[src/rtl/act_tx.sv]
// rtl/act_tx.sv - activation burst transmitter feeding a PE activation FIFO datain port
// Supports standard val/rdy and pulse-handshake receivers; mode is latched per burst.
module act_tx #(
    parameter int DATA_WIDTH = 64,
    parameter int CNT_WIDTH  = 10
) (
    input  logic                  clk,
    input  logic                  reset,
    input  logic                  PELACT_Handshake_n,
    input  logic                  start,
    input  logic [CNT_WIDTH-1:0]  burst_len,
    output logic                  busy,
    output logic                  done,
    output logic [CNT_WIDTH-1:0]  tx_cnt,
    input  logic                  src_val,
    output logic                  src_rdy,
    input  logic [DATA_WIDTH-1:0] src_data,
    output logic                  dout_val,
    input  logic                  dout_rdy,
    output logic [DATA_WIDTH-1:0] dout_data
);

    typedef enum logic [1:0] {IDLE, SEND, DONE} state_t;

    state_t                state_q, state_d;
    logic [CNT_WIDTH-1:0]  len_q, len_d;
    logic                  mode_q, mode_d;
    logic [CNT_WIDTH-1:0]  fetch_cnt_q, fetch_cnt_d;
    logic [CNT_WIDTH-1:0]  tx_cnt_q, tx_cnt_d;
    logic                  dout_val_q, dout_val_d;
    logic [DATA_WIDTH-1:0] dout_data_q, dout_data_d;

    logic src_xfer;
    logic deliver;

    always_ff @(posedge clk) begin
        if (reset) begin
            state_q     <= IDLE;
            len_q       <= '0;
            mode_q      <= 1'b0;
            fetch_cnt_q <= '0;
            tx_cnt_q    <= '0;
            dout_val_q  <= 1'b0;
            dout_data_q <= '0;
        end else begin
            state_q     <= state_d;
            len_q       <= len_d;
            mode_q      <= mode_d;
            fetch_cnt_q <= fetch_cnt_d;
            tx_cnt_q    <= tx_cnt_d;
            dout_val_q  <= dout_val_d;
            dout_data_q <= dout_data_d;
        end
    end

    // A pulse-mode receiver pushes on val alone, so the word is delivered the cycle it is shown.
    assign src_xfer = src_val && src_rdy;
    assign deliver  = dout_val_q && (mode_q || dout_rdy);

    always_comb begin
        state_d     = state_q;
        len_d       = len_q;
        mode_d      = mode_q;
        fetch_cnt_d = fetch_cnt_q;
        tx_cnt_d    = tx_cnt_q;
        dout_val_d  = dout_val_q;
        dout_data_d = dout_data_q;
        case (state_q)
            IDLE: begin
                if (start) begin
                    len_d       = burst_len;
                    mode_d      = PELACT_Handshake_n;
                    fetch_cnt_d = '0;
                    tx_cnt_d    = '0;
                    state_d     = (burst_len != '0) ? SEND : DONE;
                end
            end
            SEND: begin
                if (deliver) begin
                    dout_val_d = 1'b0;
                    tx_cnt_d   = tx_cnt_q + 1'b1;
                end
                if (src_xfer) begin
                    dout_val_d  = 1'b1;
                    dout_data_d = src_data;
                    fetch_cnt_d = fetch_cnt_q + 1'b1;
                end
                if (tx_cnt_d == len_q && !dout_val_d) begin
                    state_d = DONE;
                end
            end
            DONE:    state_d = IDLE;
            default: state_d = IDLE;
        endcase
    end

    always_comb begin
        busy    = (state_q == SEND) || (state_q == DONE);
        done    = (state_q == DONE);
        src_rdy = 1'b0;
        if (state_q == SEND && fetch_cnt_q < len_q) begin
            src_rdy = mode_q ? (!dout_val_q && dout_rdy) : (!dout_val_q || dout_rdy);
        end
    end

    assign dout_val  = dout_val_q;
    assign dout_data = dout_data_q;
    assign tx_cnt    = tx_cnt_q;

endmodule

[config.mk]
export PLATFORM = sky130hd
export DESIGN_NAME = act_tx
export DESIGN_NICKNAME = d
export VERILOG_FILES = /design/src/rtl/act_tx.sv
export SDC_FILE = /design/constraint.sdc
export NUM_CORES = 1
export LEC_CHECK = 0
export CORE_MARGIN = 2
export CORE_UTILIZATION = 50
export CTS_BUF_LIST = sky130_fd_sc_hd__clkbuf_16
export CTS_CLUSTER_SIZE = 25
export DETAILED_ROUTE_END_ITERATION = 10
export DONT_BUFFER_PORTS = 1
export MAX_ROUTING_LAYER = met4
export PLACE_DENSITY = 0.62
export SYNTH_ARGS = -nofsm -noshare
export SYNTH_HDL_FRONTEND = slang
export SYNTH_SLANG_ARGS = --single-unit
[constraint.sdc]
create_clock -name clk -period 2.2 [get_ports clk]
set_input_delay 0.44 -clock clk [delete_from_list [all_inputs] [get_ports clk]]
set_output_delay 0.44 -clock clk [all_outputs]
set_load 0.005 [all_outputs]
Word-level counts from Yosys, hierarchy flattened

Cells that the tools add are included.

Magnitude comparators: 1
Add/subtract/negate cells: 2
Reduce and logical (&&, ||, !) cells: 18
Multiplexer cells: 15
Equality and inequality tests: 6

Operator list:

| cell                                                                  | count |
|---|---|
| 10-bit two-way mux                                                    | 4 |
| 10-bit case mux with 2 select lines                                   | 2 |
| 10-bit by 1-bit adder with 10-bit output, second input constant       | 2 |
| 10-bit equality test                                                  | 1 |
| 10-bit < comparator                                                   | 1 |
| 10-bit nonzero test                                                   | 1 |
| 2-bit AND reduction                                                   | 4 |
| 2-bit two-way mux                                                     | 3 |
| 2-bit inequality test, second input constant                          | 3 |
| 1-bit logical AND                                                     | 5 |
| 1-bit two-way mux                                                     | 5 |
| 2-bit case mux with 2 select lines                                    | 1 |
| 1-bit logical OR                                                      | 3 |
| 3-bit AND reduction                                                   | 1 |
| 2-bit by 1-bit equality test with 1-bit output, second input constant | 1 |
| 2-bit equality test, second input constant                            | 1 |
| 1-bit zero test                                                       | 2 |
| 2-bit zero test                                                       | 1 |
| 2-bit nonzero test                                                    | 1 |

Bits in registers: 98
Output and inout bits: 78
Bits of input ports: 80

Logic depth before layout (Yosys ltp)

Gate-level depths: netlist (run 1).

Depth after elaboration: 11
Mapped depth: 10
Depth with buffers taken out: 9

Worst setup path after synthesis (run 1)

Ideal clock, no wire load.

Path type: reg2reg
From: register len_q[5]
To: register dout_data_q[0], in the netlist dout_data[0]
Path buffers: 2
Cell stages (with the launch flop): 10
Setup slack: 0.183 ns
Data required time: 2.072 ns
Arrival: 1.890 ns
Library setup time: 0.128 ns
Path through: dfxtp_1 inv_1 ha_1 nand4_1 o221a_1 o21ai_4 buf_6 buf_6 mux2i_1 nor2_1

Cells in the longest elaborated chain, start to end: 5

Ends and longest elaborated chain:

| what                          | line | source |
|---|---|---|
| from (decl)                   | 26   | `logic [CNT_WIDTH-1:0] len_q, len_d;` |
| from (signal assigned)        | 47   | `len_q <= len_d;` |
| 10-bit < comparator           | 101  | `if (state_q == SEND && fetch_cnt_q < len_q) begin` |
| 1-bit logical AND             | 101  |  |
| 1-bit two-way mux             | 101  |  |
| 1-bit logical AND             | 57   | `assign src_xfer = src_val && src_rdy;` |
| 2-bit AND reduction (no line) | -    |  |
| to (signal assigned)          | 52   | `dout_data_q <= dout_data_d;` |
| to (decl)                     | 31   | `logic [DATA_WIDTH-1:0] dout_data_q, dout_data_d;` |

No other way between the ends.
A chain may end at the register's enable or synchronous reset.

Worst setup path in the final report (run 1)

From: register len_q[5]
To: register dout_data_q[39], in the netlist dout_data[39]

The elaborated chain is that of the path after synthesis.

==> flow_metrics.tcl, run 1 <==
set metrics [dict create \
    outcome "finished clean" \
    crit_arrival_ns 2.41 \
    fin_cells 638 \
    gp_congestion 0.851 \
    finalSetupViolCount 0 \
    busiest_layer "met2" \
    use_met1 0.280 \
    grt_start_max_net_pins 93 \
    numCtsBuffers 9 \
    ff2ff_path_depth 9 \
    worstHoldPathType "in2reg" \
    seq_area_frac_synth 0.431 \
    cts_max_path_buffers 2 \
    antenna_cells 0 \
    synth_edf_count 0 \
    path_max_fanout 10 \
    first_iter_violations 215 \
    clk_pin_slew_ns 0.07 \
    htreeDepth 3 \
    r2r_setup_slack_ns 0.03 \
    drc 0 \
    final_cell_mix "nor2_1, dfxtp_1, mux2i_1" \
    io_buffers 0 \
    r2r-end "dout_data[39]$_SDFFE_PP0P_" \
    cp-start-kind "register" \
    finalCritPeriodShare 0.986 \
    grt_usage 0.217 \
    start_util 0.519 \
    grt_overflow 0 \
    core_area_sq_um 8760 \
    wl_mm 10.9 \
    worst_slew_margin_rel 0.664 \
    design_area_sq_um 5440 \
    vias 3496 \
    nNetsFinal 619 \
    total_power_mw 5.11 \
    clk_latency_ns 0.34 \
    gr-usage-met3 0.0555 \
    place_area_sq_um 4850 \
    finalHoldViolations 0 \
    synth_ff_type "dfxtp_1" \
    fin_worst_skew_ns 0.0108 \
    root_buffer "clkbuf_16" \
    synthArstFlopShare 0 \
    detail-route-antenna-nets 0 \
    dp_hpwl_mm 7.64 \
    final_common_cell "nor2_1" \
    synth_cell_types 46 \
    syn_area_sq_um 4550 \
    setup.worst_path.start "len_q[5]$_SDFFE_PP0P_" \
    die_width_um 99.4 \
    syn2layout_area_growth_pct 19.5 \
    p_leak_nw 2.52 \
    rsz0062_at_grt "true" \
    period_minus_slack_ns 2.17 \
    pwr_density_cell_nw_per_um2 940 \
    row_count 34 \
    postSynthCellCount 494 \
    wire_per_inst_um 17.1 \
    critPathCaptureType "register" \
    ir_drop_v 0.000403 \
    rr_startpoint "len_q[5]$_SDFFE_PP0P_" \
    fmax_mhz 461 \
    vias_per_cell 5.48 \
    first_pass_iters 4 \
    dp.cells 612 \
    clock_sinks 98 \
    yosysWarnings 0 \
    grt_pass1_vias 3382 \
    drv_slew 0 \
    antenna_found_initial 0 \
    cts_hold_buf 0 \
    path_class "reg2reg" \
    cap_violations 0 \
    worstMarginPinSlew_ns 0.499 \
    syn-num-nets 588 \
    io_pins 158 \
    cts_tree "done" \
    grt_pass1_wl_mm 16.6 \
    met2_usage 0.335 \
    die_h_um 99.4 \
    yosys_register_bits 98 \
    drive_gt1_frac 0.194 \
    crit_path_end "dout_data[39]$_SDFFE_PP0P_" \
    required_ns 2.44 \
    avgSynthCellArea_sq_um 9.21 \
    die_area_sq_um 9880 \
]
where the power goes:
group / switching (mW) / internal [mW]
registers: 0.146 / 1.96
logic: 0.779 / 0.723
clock network: 0.722 / 0.786
metal layers:
layer  wire length, um  up-vias
met2              5160      132
met5                 0        -
met1              4820     1602
met3               713       15
met4               187        0
li1                  -     1747
kinds of logic (layout without fill, tap and decap cells):
logic type / after synthesis / after routing / synth area share
mux: 73 / 73 / 0.161
buf+inv: 45 / 81 / 0.0514
simple gates: 177 / 177 / 0.170
fa+ha+maj: 15 / 15 / 0.0410
xor+xnor: 25 / 25 / 0.0481
flops: 98 / 98 / 0.431
compound gates: 61 / 61 / 0.0965
cell type report:
class / count / area, sq um
multi-input cells: 351 / 2450
repair buffers: 50 / 549
clock buffers: 9 / 225
inverters: 15 / 56.3
flip-flops and latches: 98 / 1970
well taps: 108 / 135
clock inverters: 7 / 58.8
fillers: 731 / 3320
synthesized netlist by cell type, types with 3 or more instances:
cell | n | area, sq um
xnor2_1 | 19 | 166
nor2_1 | 98 | 368
mux2i_1 | 70 | 701
nor3_1 | 7 | 35.0
a21oi_1 | 29 | 145
nor4_1 | 3 | 18.8
nor2b_1 | 3 | 18.8
and2_1 | 3 | 18.8
nand3_1 | 7 | 35.0
mux2_2 | 3 | 33.8
nand2_1 | 35 | 131
clkbuf_1 | 18 | 67.6
ha_1 | 14 | 175
o21ai_0 | 3 | 15.0
nand4_1 | 9 | 56.3
a22oi_1 | 6 | 45.0
xor2_1 | 6 | 52.6
dfxtp_1 | 98 | 1960
a21o_1 | 4 | 30.0
buf_6 | 8 | 90.1
inv_1 | 15 | 56.3
buf_2 | 4 | 20.0
how the worst min path moves through the flow:
stage,startpoint,to,slack (ns),cells past startpoint
floorplan,len_q[2]$_SDFFE_PP0P_,len_q[2]$_SDFFE_PP0P_,0.46,2
global placement,state_q[0]$_SDFFE_PP0P_,state_q[0]$_SDFFE_PP0P_,0.48,2
detailed placement,state_q[1]$_SDFFE_PP0P_,state_q[1]$_SDFFE_PP0P_,0.49,1
CTS,reset,dout_data[22]$_SDFFE_PP0P_,0.15,1
global route,reset,dout_data[24]$_SDFFE_PP0P_,0.15,1
finish,reset,dout_data[21]$_SDFFE_PP0P_,0.17,1
through the flow:
step | hold WS (ns) | utilization | TNS [ns] | setup slack [ns]
2_1_floorplan | 0.461 | - | 0 | 0.183
6_report | 0.171 | 0.621 | 0 | 0.0304
3_3_place_gp | 0.482 | 0.553 | 0 | 0.0586
4_1_cts | 0.154 | 0.589 | -0.0202 | -0.0122
3_5_place_dp | 0.494 | 0.553 | -0.144 | -0.0397
5_1_grt | 0.152 | 0.621 | -0.906 | -0.0424
state kept, by name, indices dropped and copies added (netlist names):
register	count
fetch_cnt_q	10
len_q	10
tx_cnt	10
state_q	2
mode_q	1
dout_data	64
dout_val	1
repair_timing:
action / CTS / global route
gates cloned: 0 / 5
setup endpoints to repair: 24 / 56
hold endpoints to repair: 0 / 0
buffers inserted: 1 / 4
gates resized for setup: 2 / 28
pin swaps: 3 / 15
critical path, cell delays in order (launching register included):
cell and delay [ns]:
dfxtp_2 0.35, inv_2 0.06, ha_4 0.27, nand4_1 0.08
o221a_1 0.30, o21ai_4 0.37, buf_12 0.21, clkbuf_16 0.18
mux2i_1 0.19, nor2_1 0.05
No activity file was read; power rests on OpenSTA's default activity.
==> inputs of run 2 (changes only) <==
--- a/config.mk
+++ b/config.mk
@@ -13,6 +13,7 @@
 export DONT_BUFFER_PORTS = 1
 export MAX_ROUTING_LAYER = met4
 export PLACE_DENSITY = 0.62
+export SLEW_MARGIN = 20
 export SYNTH_ARGS = -nofsm -noshare
 export SYNTH_HDL_FRONTEND = slang
 export SYNTH_SLANG_ARGS = --single-unit
==> constraint.sdc (replaced) <==
create_clock -name clk -period 2.1 [get_ports clk]
set_input_delay 0.42 -clock clk [delete_from_list [all_inputs] [get_ports clk]]
set_output_delay 0.42 -clock clk [all_outputs]
set_load 0.005 [all_outputs]
==> flow_metrics.tcl, run 2 (synthesis gave the netlist of run 1 again) <==
set metrics [dict create \
    drc 0 \
    drive_gt1_frac 0.197 \
    antenna_cells 0 \
    wl_mm 10.7 \
    row_count 34 \
    grt_pass1_wl_mm 16.7 \
    clk_pin_slew_ns 0.07 \
    numCtsBuffers 9 \
    fin_worst_skew_ns 0.00688 \
    fin_cells 641 \
    post-place-ws_ns -0.0745 \
    place_area_sq_um 4940 \
    p_leak_nw 2.49 \
    die_width_um 99.4 \
    design_area_sq_um 5370 \
    cts_max_path_buffers 2 \
    critPathCaptureType "output port" \
    die_area_sq_um 9880 \
    htreeDepth 3 \
    path_cells "inv_1 -> ha_4 -> a21oi_1 -> o221a_1 -> buf_4 -> nor2_2 -> nor2_2" \
    drv_slew 0 \
    clk_latency_ns 0.34 \
    vias_per_cell 5.51 \
    io_pins 158 \
    dp_hpwl_mm 7.77 \
    violations "setup timing" \
    cp_common_cell "nor2_2" \
    start_util 0.519 \
    final_cell_mix "nor2_1, dfxtp_1, mux2i_1" \
    final_common_cell "nor2_1" \
    fmax_mhz 471 \
    slowest_stage "dfxtp_2" \
    largest_register_ffs 64 \
    cts_tree "done" \
    worstHoldPathType "in2reg" \
    rsz0062_at_grt "true" \
    worst_slew_margin_rel 0.647 \
    grt_start_max_net_pins 93 \
    ir_drop_v 0.000454 \
    cpPeakStageDelay_ns 0.33 \
    nNetsFinal 622 \
    grt_pass1_vias 3466 \
    detail-route-antenna-nets 0 \
    finalHoldViolations 0 \
    grt_overflow 0 \
    gp_congestion 0.895 \
    cap_violations 0 \
    period_minus_slack_ns 2.12 \
    root_buffer "clkbuf_16" \
    path_max_fanout 2 \
    finalCritPeriodShare 1.01 \
    core_area_sq_um 8760 \
    cp-start-kind "register" \
    clock_sinks 98 \
    antenna_found_initial 0 \
    outcome "finished, violations left" \
    io_buffers 0 \
    path_class "reg2out" \
    finalSetupViolCount 1 \
    cts_hold_buf 0 \
    syn2layout_area_growth_pct 17.9 \
    first_pass_iters 5 \
    required_ns 1.68 \
    wire_per_inst_um 16.7 \
    die_h_um 99.4 \
    first_iter_violations 164 \
    pwr_density_cell_nw_per_um2 986 \
    crit_arrival_ns 1.70 \
    vias 3533 \
    worstMarginPinSlew_ns 0.524 \
    setup_ws_ns -0.0245 \
    dp.cells 620 \
    grt_usage 0.218 \
]
run 2: changes by cell type in the layout (fill, tap and decap cells not counted), moves of 2 or more:
cell       before  now
buf_4          38   46
nor2_1         98   96
a211oi_1        0    2
a211oi_2        2    0
mux2i_2         3    1
nor2_2          0    2
inv_1          11   13
clkbuf_16      14    9
inv_2           4    2
run 2: final timing paths:
| kind | start | to | slack, ns | depth (start not counted) |
|---|---|---|---|---|
| worst max-delay path | len_q[3]$_SDFFE_PP0P_ | src_rdy | -0.02 | 7 |
| worst min-delay path | reset | len_q[3]$_SDFFE_PP0P_ | 0.14 | 1 |
| worst max register to register | len_q[3]$_SDFFE_PP0P_ | dout_data[38]$_SDFFE_PP0P_ | 0.01 | 9 |
| worst min register to register | len_q[0]$_SDFFE_PP0P_ | len_q[0]$_SDFFE_PP0P_ | 0.50 | 2 |
run 2: cell type report:
type,count,area [sq um]
Sequential cell,98,1970
Fill cell,748,3400
Clock buffer,9,225
Clock inverter,7,58.8
Tap cell,108,135
Inverter,15,56.3
Timing Repair Buffer,53,477
Multi-Input combinational cell,351,2440
run 2: repair_timing:
action	CTS	global route
buffers inserted	2	3
pin swaps	3	8
endpoints found under the setup margin	63	76
resized for setup	5	18
run 2: routing by layer:
layer,GRT usage,part of all wire,vias up
met3,0.0555,0.074,13
met5,-,0,-
li1,-,-,1753
met1,0.264,0.42,1631
met4,0.0643,0.019,0
met2,0.359,0.49,136
run 2: worst max-delay path: cells and delay by family, from the launching register on:
family / cells / cell delay [ns]
AOI/OAI and AO/OA: 2 / 0.43
DFF: 1 / 0.33
adders and majority gates: 1 / 0.24
buffers and inverters: 2 / 0.20
and+or+nand+nor: 2 / 0.17
run 2: power breakdown:
| group | internal (mW) | switching [mW] |
|---|---|---|
| registers | 2.05 | 0.152 |
| clock network | 0.825 | 0.752 |
| logic | 0.707 | 0.803 |
| total | 3.58 | 1.71 |
run 2: through the flow:
step                 util  TNS (ns)  hold WS (ns)  power, mW
floorplan               -         0         0.461       3.25
global placement    0.564   -0.0534         0.484       3.64
detailed placement  0.564     -1.75         0.491       3.67
CTS                 0.600   -0.0197         0.138       5.27
global route        0.612     -3.32         0.128       5.59
finish              0.612   -0.0245         0.139       5.29
